[src/rtl/hazard_unit_pkg.sv]
// Shared pipeline encodings used by the hazard unit: redirect select,
// forwarding selects and the memory-wait state machine states.
package hazard_unit_pkg;

    localparam logic [2:0] PC_NEXT  = 3'b000;

    localparam logic [1:0] FWD_NONE = 2'b00;
    localparam logic [1:0] FWD_WB   = 2'b01;
    localparam logic [1:0] FWD_MEM  = 2'b10;

    typedef enum logic [1:0] {
        ST_RUN   = 2'b00,
        ST_WAIT  = 2'b01,
        ST_ERROR = 2'b10
    } mem_state_e;

    // The memory stage is younger than writeback, so its result wins.
    function automatic logic [1:0] fwd_sel(
        input logic [4:0] rs,
        input logic [4:0] rd_m,
        input logic       wr_m,
        input logic [4:0] rd_w,
        input logic       wr_w
    );
        logic [1:0] sel;
        if (wr_m && (rd_m != 5'd0) && (rd_m == rs)) begin
            sel = FWD_MEM;
        end else if (wr_w && (rd_w != 5'd0) && (rd_w == rs)) begin
            sel = FWD_WB;
        end else begin
            sel = FWD_NONE;
        end
        return sel;
    endfunction

endpackage

[src/rtl/sat_counter.sv]
// Performance counter that counts enabled cycles and sticks at all-ones.
module sat_counter #(
    parameter int W = 32
) (
    input  logic         clk,
    input  logic         rst,
    input  logic         inc_i,
    output logic [W-1:0] cnt_o
);

    localparam logic [W-1:0] ONE  = W'(1);
    localparam logic [W-1:0] FULL = {W{1'b1}};

    logic [W-1:0] cnt_q;
    logic [W-1:0] cnt_d;

    always_comb begin
        cnt_d = cnt_q;
        if (inc_i && (cnt_q != FULL)) begin
            cnt_d = cnt_q + ONE;
        end else begin
            cnt_d = cnt_q;
        end
    end

    always_ff @(posedge clk) begin
        if (rst) begin
            cnt_q <= {W{1'b0}};
        end else begin
            cnt_q <= cnt_d;
        end
    end

    assign cnt_o = cnt_q;

endmodule

[src/rtl/hazard_unit.sv]
// Pipeline hazard unit: operand forwarding, load-use/redirect/memory-wait
// stall and flush control, memory timeout detection and event counters.
module hazard_unit
    import hazard_unit_pkg::*;
#(
    parameter int MEM_TIMEOUT = 255,
    parameter int CNT_W       = 32
) (
    input  logic             clk,
    input  logic             rst,
    input  logic [4:0]       Rs1_D,
    input  logic [4:0]       Rs2_D,
    input  logic [4:0]       Rs1_E,
    input  logic [4:0]       Rs2_E,
    input  logic [4:0]       Rd_E,
    input  logic             MemRead_E,
    input  logic [2:0]       PCsrc_E,
    input  logic [4:0]       Rd_M,
    input  logic [4:0]       Rd_W,
    input  logic             RegWrite_M,
    input  logic             RegWrite_W,
    input  logic             MemReq_M,
    input  logic             MemReady_M,
    output logic             Stall_F,
    output logic             Stall_D,
    output logic             Stall_E,
    output logic             Stall_M,
    output logic             Flush_D,
    output logic             Flush_E,
    output logic             Flush_W,
    output logic [1:0]       ForwardA_E,
    output logic [1:0]       ForwardB_E,
    output logic             MemTimeout,
    output logic [CNT_W-1:0] LoadUseCnt,
    output logic [CNT_W-1:0] FlushCnt,
    output logic [CNT_W-1:0] MemStallCnt
);

    localparam int                WAIT_W    = $clog2(MEM_TIMEOUT + 1);
    localparam logic [WAIT_W-1:0] WAIT_ONE  = WAIT_W'(1);
    localparam logic [WAIT_W-1:0] WAIT_ZERO = {WAIT_W{1'b0}};
    localparam logic [WAIT_W-1:0] TIMEOUT_V = WAIT_W'(MEM_TIMEOUT);

    mem_state_e        state_q, state_d, state_eff;
    logic [WAIT_W-1:0] wait_q, wait_d;
    logic              timeout_q, timeout_d;

    logic mem_miss, memstall, redirect, loaduse;
    logic win_mem, win_redir, win_lu;

    // While rst is high the outputs behave as if already back in RUN.
    always_comb begin
        if (rst) begin
            state_eff = ST_RUN;
        end else begin
            state_eff = state_q;
        end
    end

    always_comb begin
        mem_miss  = MemReq_M & ~MemReady_M;
        memstall  = (state_eff == ST_ERROR)
                  | ((state_eff == ST_WAIT) & ~MemReady_M)
                  | mem_miss;
        redirect  = (PCsrc_E != PC_NEXT);
        loaduse   = MemRead_E & (Rd_E != 5'd0) & ((Rd_E == Rs1_D) | (Rd_E == Rs2_D));
        win_mem   = memstall;
        win_redir = ~memstall & redirect;
        win_lu    = ~memstall & ~redirect & loaduse;
    end

    always_comb begin
        Stall_F    = win_mem | win_lu;
        Stall_D    = win_mem | win_lu;
        Stall_E    = win_mem;
        Stall_M    = win_mem;
        Flush_D    = win_redir;
        Flush_E    = win_redir | win_lu;
        Flush_W    = win_mem;
        ForwardA_E = fwd_sel(Rs1_E, Rd_M, RegWrite_M, Rd_W, RegWrite_W);
        ForwardB_E = fwd_sel(Rs2_E, Rd_M, RegWrite_M, Rd_W, RegWrite_W);
    end

    // Memory-wait state machine: the ready cycle itself is not stalled.
    always_comb begin
        state_d   = state_q;
        wait_d    = wait_q;
        timeout_d = timeout_q;
        case (state_q)
            ST_RUN: begin
                if (mem_miss) begin
                    state_d = ST_WAIT;
                    wait_d  = WAIT_ONE;
                end else begin
                    state_d = ST_RUN;
                    wait_d  = WAIT_ZERO;
                end
            end
            ST_WAIT: begin
                if (MemReady_M) begin
                    state_d = ST_RUN;
                    wait_d  = WAIT_ZERO;
                end else if (wait_q == TIMEOUT_V) begin
                    state_d   = ST_ERROR;
                    timeout_d = 1'b1;
                end else begin
                    wait_d = wait_q + WAIT_ONE;
                end
            end
            ST_ERROR: begin
                state_d   = ST_ERROR;
                timeout_d = 1'b1;
            end
            default: begin
                state_d = ST_RUN;
                wait_d  = WAIT_ZERO;
            end
        endcase
    end

    always_ff @(posedge clk) begin
        if (rst) begin
            state_q   <= ST_RUN;
            wait_q    <= WAIT_ZERO;
            timeout_q <= 1'b0;
        end else begin
            state_q   <= state_d;
            wait_q    <= wait_d;
            timeout_q <= timeout_d;
        end
    end

    assign MemTimeout = timeout_q;

    sat_counter #(.W(CNT_W)) u_loaduse_cnt (
        .clk   (clk),
        .rst   (rst),
        .inc_i (win_lu),
        .cnt_o (LoadUseCnt)
    );

    sat_counter #(.W(CNT_W)) u_flush_cnt (
        .clk   (clk),
        .rst   (rst),
        .inc_i (win_redir),
        .cnt_o (FlushCnt)
    );

    sat_counter #(.W(CNT_W)) u_memstall_cnt (
        .clk   (clk),
        .rst   (rst),
        .inc_i (win_mem),
        .cnt_o (MemStallCnt)
    );

endmodule

[config.mk]
export PLATFORM = sky130hd
export DESIGN_NAME = hazard_unit
export DESIGN_NICKNAME = d
export VERILOG_FILES = /design/src/rtl/hazard_unit_pkg.sv /design/src/rtl/sat_counter.sv /design/src/rtl/hazard_unit.sv
export SDC_FILE = /design/constraint.sdc
export NUM_CORES = 1
export LEC_CHECK = 0
export CAP_MARGIN = 20
export CORE_MARGIN = 2
export CORE_UTILIZATION = 45
export CTS_CLUSTER_DIAMETER = 80
export DETAILED_ROUTE_END_ITERATION = 6
export MAX_ROUTING_LAYER = met4
export PLACE_DENSITY_LB_ADDON = 0.12
export SKIP_LAST_GASP = 1
export SLEW_MARGIN = 0
export SYNTH_ARGS = -nofsm -noshare
export SYNTH_HDL_FRONTEND = slang
export SYNTH_HIERARCHICAL = 1
export SYNTH_SLANG_ARGS = --single-unit
export TNS_END_PERCENT = 100
[constraint.sdc]
create_clock -name clk -period 3.9 [get_ports clk]
set_clock_uncertainty 0.2 [all_clocks]
set_input_delay 0.975 -clock clk [delete_from_list [all_inputs] [get_ports clk]]
set_output_delay 0.975 -clock clk [all_outputs]
set_load 0.01 [all_outputs]
==> metrics <==
run status finished, final reports clean; PD cells 267 nW/um^2; commonest non-fill, non-tap cell in the layout clkdlybuf4s50_1; CTS Buffer Depth 2; initial antenna violation count 0; fin cells 1086; DRT iter0 DRCs 371; Initial Util 45.9%; fin. max-slew vios 0; largest net degree at the start of global routing 67; cts bufs inserted 9; CTS root buf clkbuf_16; startpoint types input port; VDD IR max 0.220 mV; Top FF cell, synth dfxtp_1; Overflow after GRT 0; YS warnings 6; Tot GR Track Use 24.2%; Worst EP required 2720 ps; WL final 17.3 mm; fillers 1141; First-pass DRT Iterations 5; Clock Latency Late Sink 350 ps; DRT antenna net count 0; Chip Height 120 um; post-synthesis register bit count 107; Max-slew headroom 54.0%; Avg Inst Size Synth 8.40 um^2; post-synth cell types 55; num rows 42; syn nets 770; worst hold slack 294 ps; CTS HTree Levels 3; Sequential Area 2140 um^2; via count of the first global-routing pass 5975; Worst EP arrival 2680 ps; final core occ 64.1%; Clock transition at path regs 70 ps; critical path class input port to primary output; placed cell count 1069; area of the die 14400 um^2; period utilisation layout 99.0%; synth-to-layout area growth 39.7%; Worst Tran Pin Value 684 ps; Die Wd 120 um; CP Capture Type primary output; Mapped Cells 721; Slowest Stage Delay on Critical Path 570 ps; final worst path period need 3860 ps; DRC 0; post-route setup slack 40.3 ps; core area 13200 um^2; routability cong. 0.902; final hold vios 0; CP max-delay cell or4_4; vias per cell 5.77; layout cells sized above 1 13.0%; Final nets 954; crit-path max FO 2; Async SR Flop Fraction 0%; min-delay worst type register to register; n_diodes 0; post-place setup slack -387 ps; post-detail-place hpwl 12.4 mm; Multi-input gate area 3800 um^2; routed len/inst 15.9 um; final setup fails 0; max_cap viols 0; Leak Pwr 2.71 nW; EDFF count, synth 0; first-pass GRT wire length 28.2 mm; max frequency 259 MHz; routed vias 6271; total clock sinks 107; TritonCTS clock tree yes; CP Cell Sequence clkdlybuf4s50_1, or4_4, o21ai_4, nor4_4, nor4_2, buf_2; number of port buffers 152; Ports 153; Netlist Area Pre-Place 6050 um^2; most frequent cells in the layout clkdlybuf4s50_1, dfxtp_1, a21oi_1; register area share after synthesis 35.4%
through the flow:
step | power, W | cell area [um^2] | TNS [ps]
6_report | 0.00226 | 8460 | 0
5_1_grt | 0.00235 | 8460 | -17.4
4_1_cts | 0.00228 | 8400 | -201
3_5_place_dp | 0.00133 | 8070 | -3460
3_3_place_gp | 0.00132 | 8070 | -1800
2_1_floorplan | 0.00121 | 6050 | 0
state kept, by name, indices dropped and copies added (netlist names):
signal	count
u_flush_cnt/cnt_o	32
u_loaduse_cnt/cnt_o	32
u_memstall_cnt/cnt_o	32
wait_q	8
state_q	2
MemTimeout	1
synth_stat cells, types with 9 or more instances:
| cell | number | share of area [%] |
|---|---|---|
| nor2_1 | 53 | 3.3 |
| and3_1 | 10 | 1.0 |
| buf_2 | 9 | 0.74 |
| nor3_1 | 11 | 0.91 |
| dfxtp_1 | 107 | 35 |
| or4_1 | 41 | 5.1 |
| a21oi_1 | 73 | 6.0 |
| nand3_1 | 43 | 3.6 |
| xor2_1 | 28 | 4.1 |
| o31ai_1 | 36 | 4.5 |
| nand2_1 | 33 | 2.0 |
| nand4_1 | 31 | 3.2 |
| o21ai_0 | 25 | 2.1 |
| or3_1 | 32 | 3.3 |
| and4_1 | 13 | 1.9 |
| nor4_1 | 15 | 1.5 |
| clkbuf_1 | 24 | 1.5 |
| xnor2_1 | 25 | 3.6 |
metal layers:
metal / vias to the layer above / share of wire [%] / GRT usage, %
met4: 0 / 1.2 / 6.76
met3: 15 / 5.2 / 3.90
met2: 182 / 49 / 40.4
li1: 3131 / - / -
met5: - / 0 / -
met1: 2943 / 45 / 30.4
power breakdown:
| group | leakage, nW | total (W) | switching [W] | internal [W] |
|---|---|---|---|---|
| registers | 0.862 | 0.00111 | 0.00000935 | 0.00110 |
| clock network | 0.152 | 0.000955 | 0.000420 | 0.000536 |
| logic | 1.70 | 0.000200 | 0.0000918 | 0.000108 |
area by class of cell:
type,count,share of cell area (%)
clock buffers,11,2.99
clock inverters,5,0.710
repair buffers,211,23.1
flip-flops and latches,107,25.3
inverters,7,0.311
multi-input cells,569,45.0
well taps,176,2.60
final timing paths:
path	start	cells past startpoint	to	slack [ps]
setup / recovery	Rd_M[1]	6	ForwardB_E[0]	40
hold / removal	u_flush_cnt/cnt_o[23]$_SDFFE_PP0P_	2	u_flush_cnt/cnt_o[23]$_SDFFE_PP0P_	290
setup reg to reg	state_q[0]$_SDFFE_PP0P_	10	u_loaduse_cnt/cnt_o[19]$_SDFFE_PP0P_	770
hold reg to reg	u_flush_cnt/cnt_o[23]$_SDFFE_PP0P_	2	u_flush_cnt/cnt_o[23]$_SDFFE_PP0P_	290
cells by family after synthesis:
logic type      share of synthesized area, %
compound gates                          18.9
xor+xnor                                7.67
fa+ha+maj                              0.827
buf+inv                                 3.35
flops                                   35.4
mux                                     1.61
simple gates                            32.3
timing repair:
item / 4_1_cts / 5_1_grt
hold buffers: 0 / 0
endpoints found under the setup margin: 11 / 10
resized for setup: 17 / 15
hold endpoints to repair: 0 / 0
pin swaps: 4 / 4
setup buffers: 1 / 0
worst max-delay path: cells and delay by family:
| kind | cells | cell delay, ps |
|---|---|---|
| buffers and inverters | 2 | 620 |
| AOI/OAI and AO/OA | 1 | 190 |
| and+or+nand+nor | 3 | 910 |
(Power assumes the default switching activity.)
